### src/rtl/router_fsm_nch_pkg.sv
// Shared definitions for the packet router: state encoding and default channel geometry.
package router_fsm_nch_pkg;

    localparam int DEF_NCH = 3;
    localparam int DEF_AW  = 2;
    localparam int DEF_DW  = 8;

    typedef enum logic [3:0] {
        DECODE       = 4'd0,
        LOAD_FIRST   = 4'd1,
        WAIT_EMPTY   = 4'd2,
        LOAD_DATA    = 4'd3,
        LOAD_PARITY  = 4'd4,
        CHECK_PARITY = 4'd5,
        FIFO_FULL    = 4'd6,
        LOAD_AFTER   = 4'd7,
        DROP         = 4'd8
    } state_t;

endpackage

### src/rtl/router_fsm_nch_wait_timer.sv
// Saturating wait counter; expire flags the last allowed cycle (never when WAIT_MAX is 0).
module router_wait_timer #(
    parameter int CW       = 8,
    parameter int WAIT_MAX = 255
) (
    input  logic clk,
    input  logic reset,
    input  logic clr,
    input  logic en,
    output logic expire
);

    localparam logic [CW-1:0] LAST = (WAIT_MAX == 0) ? '0 : CW'(WAIT_MAX - 1);

    logic [CW-1:0] cnt;

    assign expire = (WAIT_MAX != 0) && (cnt == LAST);

    always_ff @(posedge clk or posedge reset) begin
        if (reset) begin
            cnt <= '0;
        end else if (clr) begin
            cnt <= '0;
        end else if (en && (cnt != '1)) begin
            cnt <= cnt + 1'b1;
        end
    end

endmodule

### src/rtl/router_fsm_nch.sv
// Packet router controller: steers header/payload/parity of one stream into one of NCH FIFOs,
// discarding packets with bad addresses or whose destination never drains.
module router_fsm_nch
    import router_fsm_nch_pkg::*;
#(
    parameter int NCH      = DEF_NCH,
    parameter int DW       = DEF_DW,
    parameter int AW       = DEF_AW,
    parameter int WAIT_MAX = 255,
    parameter int CW       = 8
) (
    input  logic           clk,
    input  logic           reset,
    input  logic           pktvalid,
    input  logic [DW-1:0]  data,
    input  logic           fifofull,
    input  logic [NCH-1:0] fifoempty,
    input  logic [NCH-1:0] softreset,
    input  logic           lowpktvalid,
    input  logic           paritydone,
    output logic [AW-1:0]  destaddr,
    output logic           detectadd,
    output logic           lfdstate,
    output logic           ldstate,
    output logic           fullstate,
    output logic           lafstate,
    output logic           rstintreg,
    output logic           writeenreg,
    output logic           busy,
    output logic           pktdrop
);

    localparam int NSLOT = 2 ** AW;

    state_t           state;
    logic [NSLOT-1:0] empty_ext;
    logic [NSLOT-1:0] sreset_ext;
    logic [AW-1:0]    hdr_addr;
    logic             hdr_bad;
    logic             sel_sreset;
    logic             wait_clr;
    logic             wait_en;
    logic             wait_expire;
    logic             unused_data;

    // Widen the per-channel flags so any AW-bit index is in range.
    assign empty_ext   = NSLOT'(fifoempty);
    assign sreset_ext  = NSLOT'(softreset);
    assign hdr_addr    = data[AW-1:0];
    assign hdr_bad     = 32'(hdr_addr) >= NCH;
    assign unused_data = ^data;

    assign sel_sreset = sreset_ext[destaddr] && (state != DECODE) && (state != DROP);
    assign wait_clr   = (state == DECODE);
    assign wait_en    = (state == WAIT_EMPTY) && !empty_ext[destaddr] && !wait_expire;

    router_wait_timer #(
        .CW       (CW),
        .WAIT_MAX (WAIT_MAX)
    ) u_wait_timer (
        .clk    (clk),
        .reset  (reset),
        .clr    (wait_clr),
        .en     (wait_en),
        .expire (wait_expire)
    );

    always_ff @(posedge clk or posedge reset) begin
        if (reset) begin
            state    <= DECODE;
            destaddr <= '0;
            pktdrop  <= 1'b0;
        end else begin
            pktdrop <= (state == DROP) && !pktvalid;
            if (sel_sreset) begin
                state <= DECODE;
            end else begin
                case (state)
                    DECODE: begin
                        if (pktvalid) begin
                            destaddr <= hdr_addr;
                            if (hdr_bad)                  state <= DROP;
                            else if (empty_ext[hdr_addr]) state <= LOAD_FIRST;
                            else                          state <= WAIT_EMPTY;
                        end
                    end
                    LOAD_FIRST: state <= LOAD_DATA;
                    WAIT_EMPTY: begin
                        if (empty_ext[destaddr]) state <= LOAD_FIRST;
                        else if (wait_expire)    state <= DROP;
                    end
                    LOAD_DATA: begin
                        if (fifofull)       state <= FIFO_FULL;
                        else if (!pktvalid) state <= LOAD_PARITY;
                    end
                    LOAD_PARITY:  state <= CHECK_PARITY;
                    CHECK_PARITY: state <= fifofull ? FIFO_FULL : DECODE;
                    FIFO_FULL: begin
                        if (!fifofull) state <= LOAD_AFTER;
                    end
                    LOAD_AFTER: begin
                        if (paritydone)       state <= DECODE;
                        else if (lowpktvalid) state <= LOAD_PARITY;
                        else                  state <= LOAD_DATA;
                    end
                    DROP: begin
                        if (!pktvalid) state <= DECODE;
                    end
                    default: state <= DECODE;
                endcase
            end
        end
    end

    assign detectadd  = (state == DECODE);
    assign lfdstate   = (state == LOAD_FIRST);
    assign ldstate    = (state == LOAD_DATA);
    assign fullstate  = (state == FIFO_FULL);
    assign lafstate   = (state == LOAD_AFTER);
    assign rstintreg  = (state == CHECK_PARITY);
    assign writeenreg = (state == LOAD_DATA) || (state == LOAD_PARITY) || (state == LOAD_AFTER);
    assign busy       = (state != DECODE) && (state != LOAD_DATA);

endmodule
### config.mk
export PLATFORM = sky130hd
export DESIGN_NAME = router_fsm_nch
export DESIGN_NICKNAME = d
export VERILOG_FILES = /design/src/rtl/router_fsm_nch_pkg.sv /design/src/rtl/router_fsm_nch_wait_timer.sv /design/src/rtl/router_fsm_nch.sv
export SDC_FILE = /design/constraint.sdc
export NUM_CORES = 1
export LEC_CHECK = 0
export ABC_CLOCK_PERIOD_IN_PS = 2300
export CAP_MARGIN = 20
export CORE_MARGIN = 10
export CORE_UTILIZATION = 35
export CTS_CLUSTER_SIZE = 10
export DETAILED_ROUTE_END_ITERATION = 16
export PLACE_DENSITY = 0.69
export SETUP_SLACK_MARGIN = 0.4
export SLEW_MARGIN = 20
export SYNTH_ARGS = -nofsm -noshare
export SYNTH_HDL_FRONTEND = slang
export SYNTH_HIERARCHICAL = 1
export SYNTH_SLANG_ARGS = --single-unit
### constraint.sdc
create_clock -name clk -period 2.3 [get_ports clk]
set_clock_uncertainty 0.2 [all_clocks]
set_input_delay 0.46 -clock clk [delete_from_list [all_inputs] [get_ports clk]]
set_output_delay 0.46 -clock clk [all_outputs]
set_load 0.05 [all_outputs]
==> results of run 1 <==
==> Yosys cell counts (2+ instances only) <==
cell type,instances,share of area
ha_1,2,0.021
a21oi_1,9,0.038
nand3_2,2,0.017
mux2i_1,2,0.017
mux2_1,3,0.028
nor2_1,15,0.047
nor2b_1,3,0.016
and3_1,3,0.016
nor3_1,8,0.033
o21ai_0,5,0.021
nand2_1,6,0.019
nand3b_1,5,0.031
nand2b_1,2,0.010
clkbuf_1,3,0.0094
inv_1,13,0.041
a211oi_1,3,0.019
nor3b_1,3,0.019
dfrtp_1,15,0.31
nand3_1,4,0.017
mux2_4,2,0.025
a211oi_2,2,0.021
nor4_1,2,0.010
nand4_1,2,0.010
buf_2,2,0.0083
o21ai_1,2,0.0083
==> worst register-to-register path, delay by kind of cell, from the launching register on <==
kind	cells	cell delay, ns
AO/OA/AOI/OAI	1	0.18
multiplexers	1	0.31
AND/OR/NAND/NOR	4	0.66
adder cells (fa/ha/maj)	1	0.17
flip-flops	1	0.42
==> cell families after synthesis <==
logic type	after synthesis
AO/OA/AOI/OAI	33
buffers and inverters	21
flip-flops	15
adder cells (fa/ha/maj)	3
multiplexers	8
AND/OR/NAND/NOR	62
==> sequential cells by signal, summed over array words and instances, names as in the netlist <==
register	count
u_wait_timer/cnt	8
destaddr	2
state	4
pktdrop	1
==> report_power, final <==
part / switching (mW) / internal (mW) / total [mW]
clock network: 0.0951 / 0.0649 / 0.160
logic: 0.869 / 0.739 / 1.61
registers: 0.0586 / 0.320 / 0.378
==> cell type report <==
class | instances | area share
multi-input combinational | 106 | 0.459
inverter | 13 | 0.0245
clock buffer | 3 | 0.0108
timing repair buffer | 59 | 0.295
clock inverter | 1 | 0.00239
tap | 46 | 0.0275
sequential | 15 | 0.180
==> layer usage <==
| metal | global-route usage | part of all wire |
|---|---|---|
| met3 | 0.0205 | 0.044 |
| met2 | 0.209 | 0.51 |
| met1 | 0.138 | 0.42 |
| met5 | 0 | 0 |
| met4 | 0.0609 | 0.024 |
==> final timing paths <==
kind                                            startpoint                         endpoint  slack, ns  cells after the start
max reg2reg                u_wait_timer/cnt[1]$_DFFE_PP0P_  u_wait_timer/cnt[5]$_DFFE_PP0P_       0.27                      7
min in group clk                                  fifofull             state[2]$_DFFE_PP0P_       0.33                      3
min reg2reg                        destaddr[0]$_DFFE_PP0P_          destaddr[0]$_DFFE_PP0P_       0.39                      1
max in group asynchronous                            reset  u_wait_timer/cnt[4]$_DFFE_PP0P_       1.39                      2
min                                                  reset                pktdrop$_DFF_PP0_       0.22                      2
max                                   state[2]$_DFFE_PP0P_                             busy       0.15                      5
==> repair_timing <==
| action | 4_1_cts | 5_1_grt |
|---|---|---|
| resized for setup | 35 | 19 |
| setup buffers | 19 | 3 |
| setup endpoints to repair | 21 | 20 |
| pin swaps | 20 | 22 |
==> through the flow <==
stage / worst slack (ns) / power [mW]
finish: 0.152 / 2.15
global route: 0.127 / 2.26
CTS: 0.200 / 2.04
detailed placement: 0.00341 / 1.61
global placement: 0.00544 / 1.58
floorplan: 0.143 / 1.22
==> summary.txt, run 1 <==
Worst setup EP type: output pin
DP HPWL: 2540 µm
final core occ: 0.628
Syn Std Cell Area: 0.00120 mm²
antenna cells: 0
Layout area overhead: 74.6%
Post-Synth Adder-Cell Area: 0.0292
Synth Area in Simple Gates: 0.294
DP Cell Count: 217
Clock Latency Late Sink: 0.30 ns
Final Non-Filler Cells: 243
worst-path fanout max: 3
max-cap violation count: 0
Synth Area in Compound Gates: 0.206
PD cells: 1020 mW/mm²
largest net degree at the start of global routing: 16
YS warnings: 6
initial antenna violation count: 0
# DRC: 0
delay-heaviest family, CP: simple AND/OR/NAND/NOR gates
initial drt markers: 72
syn_nets: 164
GPL Wtd Cong: 0.799
multi-input logic area: 962 µm²
CTS H-tree depth: 1
# clock sinks: 15
Post-Syn Area per Cell: 8.45 µm²
number of synthesized register bits: 15
Port Buffers: 24
worst-margin pin slew: 0.473 ns
Tot GR Track Use: 0.120
Post-synth EDFFs: 0
critical path's largest stage delay: 0.40 ns
fin crit share: 0.934
Synth async-reset ratio: 1.00
setup_tns: 0 ns
core region area: 0.00334 mm²
Post-synth top flop: dfrtp_1
Max rail drop VDD: 0.000719 V
number of global-route vias before repair: 1230
Max Fclk: 0.466 GHz
FP Rows: 21
worst min-delay path class: in -> async
WP data required: 1.64 ns
maximum clock insertion buffer count: 2
WP buf/inv: 2
hold buffer count at cts: 0
Final setup viols: 0
final WL: 4010 µm
Vias: 1287
Final nets: 220
leakage power figure: 0.869 nW
Sequential Area: 378 µm²
Root Driver: clkbuf_4
first-pass GRT wire length: 6040 µm
post-synthesis sequential area ratio: 0.313
post-route antenna net violation count: 0
xor/xnor share of the synthesized area: 0
Setup CP Type: reg -> out
total grt overflow: 0
CTS buffer count: 3
Synth cell types: 49
most common cell after layout, fill and taps aside: buf_4
Final min period: 2.15 ns
die height: 78.6 µm
final instance area: 0.00209 mm²
CTS tree: done
Reg clk slew, reported paths: 0.10 ns
endpoints failing hold: 0
DP Area: 0.00169 mm²
critical path cell sequence: or2_4 > nor3_4 > buf_6 > nor2_4 > buf_6
Max-slew headroom: 0.681
fillcell total: 272
detail-routed net length per standard cell: 16.5 µm
commonest non-fill, non-tap cells in the layout: 27 x buf_4, 13 x dfrtp_1, 11 x inv_1, 11 x nor2_1
CP dominant cell by count: buf_6
fraction of layout cells with a size suffix above 1: 0.482
Max Transition Viols Final: 0
slowest CP cell: dfrtp_1
RSZ-0062 raised after global routing: yes
1st-pass router iterations: 4
mux contribution to synthesized area: 0.0792
Hold WS: 0.224 ns
CP arrival: 1.49 ns
num ports: 31
Via density: 5.30
Die W: 78.6 µm
main combinational cell family by area after synthesis: simple AND/OR/NAND/NOR gates
Syn Inst Count: 142
status: finished clean
startpoint types: register
Starting Density: 0.360
die area: 0.00617 mm²
Power figures use the tool's default switching activity.
==> run 2, diff against run 1 <==
--- a/config.mk
+++ b/config.mk
@@ -13,7 +13,6 @@
 export DETAILED_ROUTE_END_ITERATION = 16
 export PLACE_DENSITY = 0.69
 export SETUP_SLACK_MARGIN = 0.4
-export SLEW_MARGIN = 20
 export SYNTH_ARGS = -nofsm -noshare
 export SYNTH_HDL_FRONTEND = slang
 export SYNTH_HIERARCHICAL = 1
==> results of run 2 <==
Same layout as run 1: the final DEF is identical, and so are final timing and power.
==> run 3, diff against run 2 <==
--- a/config.mk
+++ b/config.mk
@@ -12,6 +12,7 @@
 export CTS_CLUSTER_SIZE = 10
 export DETAILED_ROUTE_END_ITERATION = 16
 export PLACE_DENSITY = 0.69
+export RECOVER_POWER = 25
 export SETUP_SLACK_MARGIN = 0.4
 export SYNTH_ARGS = -nofsm -noshare
 export SYNTH_HDL_FRONTEND = slang
==> run 3 against run 2 <==
Compared with the run above:
- via count did not move
- setup slack did not move
- first-iteration DRC count did not move
- critical path type unchanged
- largest cell class unchanged
==> summary.txt, run 3 (synthesis gave the netlist of run 1 again) <==
leakage power figure: 0.869 nW (about the same)
Max rail drop VDD: 0.000719 V (unchanged)
PD cells: 1020 mW/mm² (about the same)
Clock Latency Late Sink: 0.30 ns (about the same)
critical path cell sequence: or2_4 > nor3_4 > buf_6 > nor2_4 > buf_6
Root Driver: clkbuf_4
depth of the worst hold-timing path: 3
initial drt markers: 72 (unchanged)
number of cells on the worst reg-to-reg path: 7 (unchanged)
CP Launch Point: state[2]$_DFFE_PP0P_
detail-routed net length per standard cell: 16.5 µm (unchanged)
Via density: 5.30 (unchanged)
clock share of power: 0.075 (about the same)
CTS H-tree depth: 1 (unchanged)
max FFs per register: 8 (unchanged)
die area: 0.00617 mm² (unchanged)
total power: 2.15 mW (about the same)
Reg-to-Reg Start: u_wait_timer/cnt[1]$_DFFE_PP0P_
CP dominant cell by count: buf_6
# clock sinks: 15 (unchanged)
critical path's largest stage delay: 0.40 ns (about the same)
Reg clk slew, reported paths: 0.10 ns (about the same)
Worst setup EP type: output pin
Flop pwr share: 0.176 (about the same)
Port Buffers: 24 (unchanged)
startpoint types: register
fraction of layout cells with a size suffix above 1: 0.482 (unchanged)
largest registers: u_wait_timer/cnt (8), state (4), destaddr (2)
antenna cells: 0 (unchanged)
Gate power share: 0.749 (about the same)
endpoints failing hold: 0 (unchanged)
switch share: 0.477 (about the same)
total grt overflow: 0 (unchanged)
most common cell after layout, fill and taps aside: buf_4
commonest non-fill, non-tap cells in the layout: 27 x buf_4, 13 x dfrtp_1, 11 x inv_1, 11 x nor2_1
worst-margin pin slew: 0.473 ns (unchanged)
fin crit share: 0.934 (unchanged)
Max Fclk: 0.466 GHz (unchanged)
pre-CTS WS: 0.00341 ns (unchanged)
max-cap violation count: 0 (unchanged)
Max-slew headroom: 0.681 (unchanged)
Final Worst Setup Slack: 0.152 ns (unchanged)
status: finished clean
worst-path fanout max: 3 (unchanged)
Setup CP Type: reg -> out
number of global-route vias before repair: 1230 (unchanged)
post-route antenna net violation count: 0 (unchanged)
Final nets: 220 (unchanged)
crit path to: busy
DP HPWL: 2540 µm (unchanged)
maximum clock insertion buffer count: 2 (unchanged)
fillcell total: 272 (unchanged)
setup_tns: 0 ns (unchanged)
Layout area overhead: 74.6% (unchanged)
Tot GR Track Use: 0.120 (unchanged)
CTS tree: done
Die W: 78.6 µm (unchanged)
P_int: 1.12 mW (about the same)
RSZ-0062 raised after global routing: yes
die height: 78.6 µm (unchanged)
slowest CP cell: dfrtp_1
Max Transition Viols Final: 0 (unchanged)
FP Rows: 21 (unchanged)
RR Endpoint: u_wait_timer/cnt[5]$_DFFE_PP0P_
CTS buffer count: 3 (unchanged)
core region area: 0.00334 mm² (unchanged)
net switching power: 1.02 mW (unchanged)
Vias: 1287 (unchanged)
WP data required: 1.64 ns (about the same)
Final setup viols: 0 (unchanged)
final WL: 4010 µm (unchanged)
setup slack, reg-to-reg: 0.27 ns (about the same)
num ports: 31 (unchanged)
initial antenna violation count: 0 (unchanged)
Starting Density: 0.360 (unchanged)
first-pass GRT wire length: 6040 µm (unchanged)
largest net degree at the start of global routing: 16 (unchanged)
1st-pass router iterations: 4 (unchanged)
GPL Wtd Cong: 0.799 (unchanged)
Largest Register: u_wait_timer/cnt
Final min period: 2.15 ns (unchanged)
# DRC: 0 (unchanged)
hold buffer count at cts: 0 (unchanged)
CP arrival: 1.49 ns (about the same)
worst min-delay path class: in -> reg
[run 3: power groups by stage]
stage | registers [mW] | clock network [mW] | logic, mW
5_1_grt | 0.386 | 0.171 | 1.70
6_report | 0.378 | 0.160 | 1.61
4_1_cts | 0.378 | 0.163 | 1.50
3_5_place_dp | 0.394 | 0 | 1.22
3_3_place_gp | 0.387 | 0 | 1.20
2_1_floorplan | 0.448 | 0 | 0.771
[run 3: worst min path at each step]
stage                                    start                              end  slack, ns
6_report                              fifofull             state[2]$_DFFE_PP0P_       0.33
5_1_grt                               fifofull             state[2]$_DFFE_PP0P_       0.32
4_1_cts                                  reset          destaddr[1]$_DFFE_PP0P_       0.23
3_5_place_dp   u_wait_timer/cnt[7]$_DFFE_PP0P_  u_wait_timer/cnt[7]$_DFFE_PP0P_       0.31
3_3_place_gp   u_wait_timer/cnt[7]$_DFFE_PP0P_  u_wait_timer/cnt[7]$_DFFE_PP0P_       0.29
2_1_floorplan                            reset          destaddr[1]$_DFFE_PP0P_       0.06
[run 3: layout make-up]
| class | count | area, µm² | share of cell area |
|---|---|---|---|
| well taps | 46 | 57.6 | 0.0275 |
| flip-flops and latches | 15 | 378 | 0.180 |
| clock buffers | 3 | 22.5 | 0.0108 |
| clock inverters | 1 | 5.00 | 0.00239 |
| repair buffers | 59 | 618 | 0.295 |
| inverters | 13 | 51.3 | 0.0245 |
| multi-input cells | 106 | 962 | 0.459 |
[run 3: routing by layer]
layer / GRT usage / up-vias / wire (µm)
met5: 0 / - / 0
met4: 0.0609 / 0 / 95
met3: 0.0205 / 8 / 178
met2: 0.209 / 40 / 2060
met1: 0.138 / 616 / 1670
li1: - / 623 / -
[run 3: through the flow]
step | utilization | area [µm²] | hold slack [ns] | instances
final | 0.628 | 2090 | 0.326 | 243
after global routing | 0.628 | 2090 | 0.319 | 243
after CTS | 0.595 | 1980 | 0.227 | 240
after detailed placement | 0.507 | 1690 | 0.306 | 217
after global placement | 0.507 | 1690 | 0.293 | 217
after floorplan | - | 1290 | 0.0633 | 142
[run 3: worst max-delay path, delay by kind of cell (launching register included)]
family	cells	cell delay, ns
simple gates	3	0.50
flops	1	0.40
buf+inv	2	0.28
[run 3: timing repair]
action,in CTS,in global routing
pin swaps,20,22
buffers inserted,19,3
gates cloned,0,0
hold endpoints to repair,0,0
endpoints found under the setup margin,21,20
resized for setup,35,19
